## config.mk

```make
export PLATFORM = sky130hd
export DESIGN_NAME = irq_sequencer
export DESIGN_NICKNAME = d
export VERILOG_FILES = /design/src/rtl/irq_sequencer_pkg.sv /design/src/rtl/irq_sequencer_nmi_edge_detect.sv /design/src/rtl/irq_sequencer.sv
export SDC_FILE = /design/constraint.sdc
export NUM_CORES = 1
export LEC_CHECK = 0
export ABC_AREA = 0
export ABC_CLOCK_PERIOD_IN_PS = 2700
export BUFFER_PORTS_ARGS = -buffer_cell sky130_fd_sc_hd__buf_2
export CORE_MARGIN = 2
export CORE_UTILIZATION = 41
export CTS_BUF_LIST = sky130_fd_sc_hd__clkbuf_4
export DETAILED_ROUTE_END_ITERATION = 6
export GPL_TIMING_DRIVEN = 0
export HOLD_SLACK_MARGIN = 0.02
export PLACE_DENSITY = 0.84
export SYNTH_ARGS = -nofsm -noshare
export SYNTH_HDL_FRONTEND = slang
export SYNTH_HIERARCHICAL = 1
export SYNTH_SLANG_ARGS = --single-unit
```

## constraint.sdc

```tcl
create_clock -name clk -period 2.7 [get_ports clk]
set_input_delay 0 -clock clk [delete_from_list [all_inputs] [get_ports clk]]
set_output_delay 0 -clock clk [all_outputs]
set_load 0.02 [all_outputs]
```

## src/rtl/irq_sequencer_pkg.sv

```systemverilog
// Shared types and constants for the 6502 interrupt/reset/BRK sequencer.
package irq_sequencer_pkg;

  typedef enum logic [2:0] {
    StIdle  = 3'd0,
    StDummy = 3'd1,
    StPushH = 3'd2,
    StPushL = 3'd3,
    StPushP = 3'd4,
    StVecLo = 3'd5,
    StVecHi = 3'd6
  } seq_state_t;

  typedef enum logic [1:0] {
    SrcRst = 2'd0,
    SrcNmi = 2'd1,
    SrcIrq = 2'd2,
    SrcBrk = 2'd3
  } int_src_t;

  localparam logic [1:0] ADDR_SRC_PC    = 2'd0;
  localparam logic [1:0] ADDR_SRC_STACK = 2'd1;
  localparam logic [1:0] ADDR_SRC_VEC   = 2'd2;

  localparam logic [1:0] PUSH_SRC_PCH = 2'd0;
  localparam logic [1:0] PUSH_SRC_PCL = 2'd1;
  localparam logic [1:0] PUSH_SRC_P   = 2'd2;

  localparam logic [15:0] VEC_NMI_DEFAULT    = 16'hFFFA;
  localparam logic [15:0] VEC_RST_DEFAULT    = 16'hFFFC;
  localparam logic [15:0] VEC_IRQ_DEFAULT    = 16'hFFFE;
  localparam logic [7:0]  STACK_PAGE_DEFAULT = 8'h01;

  // Only IRQ and BRK sequences may be redirected to the NMI vector mid-flight.
  function automatic logic src_hijackable(int_src_t src);
    return (src == SrcIrq) || (src == SrcBrk);
  endfunction

endpackage

```

## src/rtl/irq_sequencer_nmi_edge_detect.sv

```systemverilog
// Two-flop synchronizer on the NMI pin plus a one-cycle falling-edge pulse.
module irq_sequencer_nmi_edge_detect (
  input  logic clk,
  input  logic rst_n,
  input  logic nmi_n_i,
  output logic fall_o
);

  logic sync1_q, sync2_q, prev_q;

  always_ff @(posedge clk or negedge rst_n) begin
    if (!rst_n) begin
      sync1_q <= 1'b1;
      sync2_q <= 1'b1;
      prev_q  <= 1'b1;
    end else begin
      sync1_q <= nmi_n_i;
      sync2_q <= sync1_q;
      prev_q  <= sync2_q;
    end
  end

  assign fall_o = prev_q & ~sync2_q;

endmodule

```

## src/rtl/irq_sequencer.sv

```systemverilog
// Takes over the datapath for the 7-cycle RESET/NMI/IRQ/BRK sequence and drives bus controls.
module irq_sequencer
  import irq_sequencer_pkg::*;
#(
  parameter logic [15:0] VEC_NMI = VEC_NMI_DEFAULT,
  parameter logic [15:0] VEC_RST = VEC_RST_DEFAULT,
  parameter logic [15:0] VEC_IRQ = VEC_IRQ_DEFAULT
) (
  input  logic        clk,
  input  logic        rst_n,
  input  logic        rdy_i,
  input  logic        nmi_n_i,
  input  logic        irq_n_i,
  input  logic        sync_i,
  input  logic        i_flag_i,
  input  logic        brk_req_i,
  output logic        seq_active_o,
  output logic        force_brk_o,
  output logic        bus_rw_o,
  output logic [1:0]  addr_src_o,
  output logic [15:0] vector_addr_o,
  output logic [1:0]  push_src_o,
  output logic        sp_dec_o,
  output logic        pcl_load_o,
  output logic        pch_load_o,
  output logic        set_i_o,
  output logic        b_flag_o,
  output logic        seq_done_o
);

  seq_state_t  state_q, state_d;
  int_src_t    src_q, src_d;
  logic        nmi_pend_q, nmi_pend_d;
  logic        nmi_fall, advance, nmi_take, irq_take, nmi_clr;
  logic [15:0] vec_base;

  irq_sequencer_nmi_edge_detect u_nmi_edge (
    .clk     (clk),
    .rst_n   (rst_n),
    .nmi_n_i (nmi_n_i),
    .fall_o  (nmi_fall)
  );

  // RDY only stalls read cycles.
  assign advance  = rdy_i | ~bus_rw_o;
  assign nmi_take = sync_i & rdy_i & nmi_pend_q;
  assign irq_take = sync_i & rdy_i & ~irq_n_i & ~i_flag_i;
  assign nmi_clr  = (state_q == StVecLo) && (src_q == SrcNmi) && advance;

  always_comb begin
    state_d    = state_q;
    src_d      = src_q;
    nmi_pend_d = nmi_fall | (nmi_pend_q & ~nmi_clr);
    if (state_q == StIdle) begin
      if (nmi_take) begin
        state_d = StDummy;
        src_d   = SrcNmi;
      end else if (irq_take) begin
        state_d = StDummy;
        src_d   = SrcIrq;
      end else if (brk_req_i) begin
        state_d = StDummy;
        src_d   = SrcBrk;
      end
    end else if (advance) begin
      unique case (state_q)
        StDummy: state_d = StPushH;
        StPushH: state_d = StPushL;
        StPushL: state_d = StPushP;
        StPushP: begin
          state_d = StVecLo;
          if (nmi_pend_q && src_hijackable(src_q)) src_d = SrcNmi;
        end
        StVecLo: state_d = StVecHi;
        StVecHi: state_d = StIdle;
        default: state_d = StIdle;
      endcase
    end
  end

  always_ff @(posedge clk or negedge rst_n) begin
    if (!rst_n) begin
      state_q    <= StDummy;
      src_q      <= SrcRst;
      nmi_pend_q <= 1'b0;
    end else begin
      state_q    <= state_d;
      src_q      <= src_d;
      nmi_pend_q <= nmi_pend_d;
    end
  end

  always_comb begin
    unique case (src_q)
      SrcRst:  vec_base = VEC_RST;
      SrcNmi:  vec_base = VEC_NMI;
      default: vec_base = VEC_IRQ;
    endcase
  end

  always_comb begin
    seq_active_o  = (state_q != StIdle);
    force_brk_o   = (state_q == StIdle) & (nmi_take | irq_take);
    bus_rw_o      = 1'b1;
    addr_src_o    = ADDR_SRC_PC;
    vector_addr_o = 16'h0000;
    push_src_o    = PUSH_SRC_PCH;
    sp_dec_o      = 1'b0;
    pcl_load_o    = 1'b0;
    pch_load_o    = 1'b0;
    set_i_o       = 1'b0;
    b_flag_o      = (state_q != StIdle) && (src_q == SrcBrk);
    seq_done_o    = 1'b0;
    unique case (state_q)
      StPushH, StPushL, StPushP: begin
        // Reset walks the stack pointer without writing.
        bus_rw_o   = (src_q == SrcRst);
        addr_src_o = ADDR_SRC_STACK;
        sp_dec_o   = 1'b1;
        push_src_o = (state_q == StPushH) ? PUSH_SRC_PCH :
                     (state_q == StPushL) ? PUSH_SRC_PCL : PUSH_SRC_P;
      end
      StVecLo: begin
        addr_src_o    = ADDR_SRC_VEC;
        vector_addr_o = vec_base;
        pcl_load_o    = 1'b1;
        set_i_o       = 1'b1;
      end
      StVecHi: begin
        addr_src_o    = ADDR_SRC_VEC;
        vector_addr_o = vec_base + 16'd1;
        pch_load_o    = 1'b1;
        seq_done_o    = 1'b1;
      end
      default: ;
    endcase
  end

endmodule
```

==> results of run 1 <==
area by class of cell:
cell class | instances | area [um2]
Buffer | 17 | 121.4
Clock buffer | 4 | 30.03
Fill cell | 129 | 606.8
Inverter | 4 | 15.01
Multi-Input combinational cell | 46 | 300.3
Sequential cell | 9 | 230.2
Tap cell | 16 | 20.02
Timing Repair Buffer | 38 | 200.2
metal layers:
layer / vias to the layer above / wire, um / global-route usage [%]
met3: 6 / 80 / 2.449
met4: 0 / 55 / 15.15
met1: 266 / 588 / 19.59
met5: - / 0 / 0
met2: 25 / 663 / 26.76
li1: 324 / - / -
synth_stat cells, types with 2 or more instances:
cell	instances
dfstp_2	4
and2_1	2
o21ai_0	3
nor2_1	10
buf_4	15
dfrtp_1	5
or2_2	2
nand3_1	2
inv_1	4
a22o_1	2
nand2_1	4
nor2b_1	3
per-stage QoR:
step	power [mW]	worst slack, ns
floorplan	0.9476	1.109
global placement	1.178	1.110
CTS	1.315	0.8105
detailed placement	1.198	1.096
global route	1.417	0.6761
finish	1.303	0.8324
worst paths after layout:
path	startpoint	endpoint	slack, ns	cells past startpoint
worst max-delay path	state_q[0]$_DFFE_PN1P_	vector_addr_o[6]	0.83	6
worst min-delay path	rst_n	state_q[1]$_DFFE_PN0P_	0.11	2
worst max register to register	state_q[1]$_DFFE_PN0P_	state_q[0]$_DFFE_PN1P_	1.08	5
worst min register to register	u_nmi_edge/sync1_q$_DFF_PN1_	u_nmi_edge/sync2_q$_DFF_PN1_	0.37	0
max in group asynchronous	rst_n	u_nmi_edge/sync2_q$_DFF_PN1_	2.35	2
min in group clk	rdy_i	state_q[2]$_DFFE_PN0P_	0.11	3
worst max-delay path, stage by stage, from the launching register on:
cell     delay [ns]
dfstp_2        0.55
buf_2          0.19
xor2_1         0.15
nand2_1        0.11
inv_1          0.29
buf_4          0.17
buf_2          0.15
timing repair:
action,in CTS,in global routing
resized for setup,0,0
hold endpoints to repair,10,0
hold buffers,2,0
registers in the layout, indices dropped and copies added (netlist names):
register / flops
nmi_pend_q: 1
src_q: 2
state_q: 3
u_nmi_edge/prev_q: 1
u_nmi_edge/sync1_q: 1
u_nmi_edge/sync2_q: 1
where the power goes:
group | switching [mW] | total (mW) | leakage, nW | internal (mW)
Clock | 0.0421 | 0.109 | 0.0184 | 0.0667
Sequential | 0.0386 | 0.222 | 0.0982 | 0.184
Combinational | 0.554 | 0.972 | 0.420 | 0.418
cells by family after synthesis:
kind of cell | after synthesis | synth area share, %
xor gates and xnor gates | 1 | 1.314
buffers and inverters | 21 | 20.45
muxes | 1 | 1.688
and+or+nand+nor | 31 | 27.02
AOI/OAI and AO/OA | 13 | 15.01
DFF | 9 | 34.52
layout by cell type, fill, tap and decap left out, types with 3 or more instances in the layout:
master and instances:
buf_2 37, buf_4 15, nor2_1 10, dfrtp_1 5, nand2_1 4, inv_1 4
clkbuf_4 4, dfstp_2 4, nor2b_1 3, o21ai_0 3
==> run metrics, run 1 <==
post-route cell area 917.1 um2; clk_skew 0.004443 ns; drt drc 0; first-pass GRT wire length 2359 um; HPWL Detailed 1149 um; final setup vio count 0; Required @ worst endpoint 2.70 ns; die height 44.33 um; wire per inst 10.35 um; CP Launch Type register; Post-CTS Setup Bufs 0; clock slew at reported path FFs 0.06 ns; Pins Over Slew Limit 0; initial DRC count 2; Critical Path End Type primary output; outcome complete, no violations; top_reg_cell synth dfrtp_1; initial antenna violation count 0; final std cells w/o fill 134; synthesized area 666.9 um2; RSZ-0062 raised after global routing no; CTS sink cnt 9; CTS tree yes; clk buf depth 2; nets 127; Max-Cap Viols 0; TritonCTS Buffers 3; leak pwr 0.5366 nW; Area Overhead vs Synth 37.52%; post-synth top area cell dfrtp_1; peak supply drop 0.5537 mV; gr usage total 16.88%; #FFs+latches synth 9; post-synthesis net count 84; layout cells sized above 1 57.63%; kind of critical path register to primary output; core area 1524 um2; HP Class input port to async pin; CP max FO 13; DR vias 621; row cnt 14; worst skew pair latency 0.26 ns; Worst Max-Slew Pin Slew 0.3651 ns; # diodes 0; Tmin final 1.868 ns; Antenna Nets Post-Route 0; crit share post-route 69.17%; sequential element share of the synthesized area 34.52%; FFs w/ async S/R, synth 100.0%; IO buf count 36; dpl cells 128; Initial Util 43.76%; root buf cell clkbuf_4; io pins 37; synth warn 6; Min Hold Slack 0.1051 ns; Area after DPL 867.1 um2; vias in the first global route 578; relative slew slack 75.66%; f_max 535.4 MHz; Vias per Instance 4.634; synthesized area per cell 8.775 um2; gr ovfl total 0; total negative setup slack 0 ns; largest net degree at the start of global routing 14; final wirelength 1387 um; Hold Fails Final Rpt 0; H-Tree Depth 1; number of flops mapped to enable cells by yosys 0; Initial DRT Pass Iterations 3; Yosys top cell area share 18.76%; die area 1965 um2; pwr dens 1421 nW/um2; Post-Syn Instances 76; critical path arrival 1.87 ns; Synth area leaders dfrtp_1 (19%), buf_4 (17%), dfstp_2 (16%); post-layout util 60.18%; Unique masters post-synth 32; placer congestion estimate 0.9114; die width 44.33 um
No activity file was read; power rests on OpenSTA's default activity.
==> run 2: changes to the inputs <==
--- a/config.mk
+++ b/config.mk
@@ -6,7 +6,7 @@
 export NUM_CORES = 1
 export LEC_CHECK = 0
 export ABC_AREA = 0
-export ABC_CLOCK_PERIOD_IN_PS = 2700
+export ABC_CLOCK_PERIOD_IN_PS = 1940
 export BUFFER_PORTS_ARGS = -buffer_cell sky130_fd_sc_hd__buf_2
 export CORE_MARGIN = 2
 export CORE_UTILIZATION = 41
==> constraint.sdc (replaced) <==
create_clock -name clk -period 1.94 [get_ports clk]
set_input_delay 0 -clock clk [delete_from_list [all_inputs] [get_ports clk]]
set_output_delay 0 -clock clk [all_outputs]
set_load 0.02 [all_outputs]
==> run 2 against run 1 <==
Core utilization rose by 0.41 points. Clock power grew 39%. Combinational power is 41% higher. Sequential power grew 39%. Sequential share of layout area is 0.17 points lower. Clock skew about the same. Die area is the same. Via count unchanged. Cell area increased by 0.68%. First-iteration DRC count unchanged. Largest cell class unchanged.
==> run metrics, run 2 (synthesized netlist as in run 1, its figures left out) <==
largest delay contributor family on the critical path flip-flops (was buffers and inverters); CP Launch Type register (unchanged); Initial Util 43.76% (unchanged); worst skew pair latency 0.26 ns (about the same); nets 127 (unchanged); Biggest register state_q (unchanged); pwr dens 1982 nW/um2 (was 1421 nW/um2); crit share post-route 91.46%; die width 44.33 um (unchanged); Vias per Instance 4.634 (unchanged); Tot Pwr 1.830 mW (was 1.303 mW); CP peak stage delay 0.55 ns (about the same); wire per inst 10.37 um (was 10.35 um); Antenna Nets Post-Route 0 (unchanged); Required @ worst endpoint 1.94 ns (was 2.70 ns); Worst path slowest cell dfstp_2 (unchanged); placer congestion estimate 0.9114 (unchanged); Critical Path End Type primary output (unchanged); Sw Ratio 48.92% (was 48.74%); initial antenna violation count 0 (unchanged); vias in the first global route 578 (unchanged); Max-Cap Viols 0 (unchanged); Worst Max-Slew Pin Slew 0.3900 ns (was 0.3651 ns); switching power 895.4 uW (was 635.2 uW); CTS tree yes (unchanged); root buf cell clkbuf_4 (unchanged); clock slew at reported path FFs 0.06 ns (about the same); drt drc 0 (unchanged); Largest regs state_q: 3 flops, src_q: 2 flops (unchanged); Logic pwr share 74.8% (was 74.6%); core area 1524 um2 (unchanged); Internal 934.8 uW (was 667.9 uW); gr usage total 16.88% (unchanged); HPWL Detailed 1149 um (unchanged); die height 44.33 um (unchanged); largest net degree at the start of global routing 14 (unchanged); Sequential Power Share 16.9% (was 17.1%); kind of critical path register to primary output (unchanged); Buf/Inv on CP 2 (was 4); RSZ-0062 raised after global routing no (unchanged); f_max 563.6 MHz; cell repeated most along the worst path buf_2 (unchanged); relative slew slack 74.00% (was 75.66%); IO buf count 36 (unchanged); critical path arrival 1.77 ns (was 1.87 ns); dpl cells 128 (unchanged); peak supply drop 0.7711 mV (was 0.5537 mV); TritonCTS Buffers 3 (unchanged); initial DRC count 2 (unchanged); Clk pwr share 8.3% (was 8.4%); HP Class input port to register (was input port to async pin); Tmin final 1.774 ns; io pins 37 (unchanged); first-pass GRT wire length 2359 um (unchanged); # diodes 0 (unchanged); most frequent cells in the layout buf_2 (37), buf_4 (15), nor2_1 (10) (unchanged); Area after DPL 867.1 um2 (unchanged); gr ovfl total 0 (unchanged); final setup vio count 0 (unchanged); final std cells w/o fill 134 (unchanged); Pins Over Slew Limit 0 (unchanged); clk_skew 0.004408 ns (was 0.004443 ns); outcome complete, no violations (unchanged); clk buf depth 2 (unchanged); row cnt 14 (unchanged); post-route cell area 923.4 um2 (was 917.1 um2); crit path cell chain buf_2 > nor2_1 > and2_1 > or2_2 > o21ai_0 > buf_2 (was buf_2 > xor2_1 > nand2_1 > inv_1 > buf_4 > buf_2); DR vias 621 (unchanged); leak pwr 0.5284 nW (was 0.5366 nW); final wirelength 1390 um (was 1387 um); Area Overhead vs Synth 38.46% (was 37.52%); commonest non-fill, non-tap cell in the layout buf_2 (unchanged); layout cells sized above 1 59.32% (was 57.63%); die area 1965 um2 (unchanged); Initial DRT Pass Iterations 3 (unchanged); CTS sink cnt 9 (unchanged); CP max FO 10 (was 13); max reg flops 3 (unchanged); Hold Fails Final Rpt 0 (unchanged); Min Hold Slack 0.1050 ns (was 0.1051 ns); total negative setup slack 0 ns (unchanged); H-Tree Depth 1 (unchanged)
[run 2: worst paths after layout]
| check | to | cells after the start | slack [ns] | startpoint |
|---|---|---|---|---|
| worst max-delay path | bus_rw_o | 6 | 0.17 | state_q[0]$_DFFE_PN1P_ |
| worst min-delay path | state_q[2]$_DFFE_PN0P_ | 3 | 0.10 | rdy_i |
| worst max register to register | state_q[0]$_DFFE_PN1P_ | 4 | 0.31 | state_q[2]$_DFFE_PN0P_ |
| worst min register to register | u_nmi_edge/sync2_q$_DFF_PN1_ | 0 | 0.37 | u_nmi_edge/sync1_q$_DFF_PN1_ |
| max in group asynchronous | u_nmi_edge/sync2_q$_DFF_PN1_ | 2 | 1.59 | rst_n |
| min in group asynchronous | state_q[1]$_DFFE_PN0P_ | 2 | 0.11 | rst_n |
[run 2: per-layer routing]
layer | vias up | GRT usage [%] | wire length [um]
met5 | - | 0 | 0
met4 | 0 | 15.15 | 55
met3 | 6 | 2.449 | 80
met2 | 25 | 26.76 | 664
met1 | 266 | 19.59 | 590
li1 | 324 | - | -
[run 2: power by group through the flow]
stage               Clock, mW  Sequential [mW]  Combinational [mW]
detailed placement          0            0.310                1.36
finish                  0.152            0.309                1.37
global placement            0            0.306                1.33
CTS                     0.160            0.307                1.36
global route            0.170            0.320                1.50
floorplan                   0            0.295                1.02
[run 2: worst min-delay path, cell delays in order]
cell,delay (ns)
buf_2,0.13
nand2_1,0.07
a22o_1,0.12
[run 2: metrics by stage]
stage	worst slack, ns	utilization [%]
global route	0.04910	60.59
global placement	0.3500	56.90
finish	0.1656	60.59
floorplan	0.3491	-
detailed placement	0.3364	56.90
CTS	0.05049	60.18
[run 2: final cells by class]
class	count	area [um2]
Buffer	17	121.4
Clock buffer	4	30.03
Fill cell	126	600.6
Inverter	4	18.77
Multi-Input combinational cell	46	302.8
Sequential cell	9	230.2
Tap cell	16	20.02
Timing Repair Buffer	38	200.2
[run 2: repair_timing]
item,CTS,global route
buffers inserted,0,0
resized for setup,0,2
endpoints found under the setup margin,0,12
hold buffers,2,0
endpoints found under the hold margin,10,0
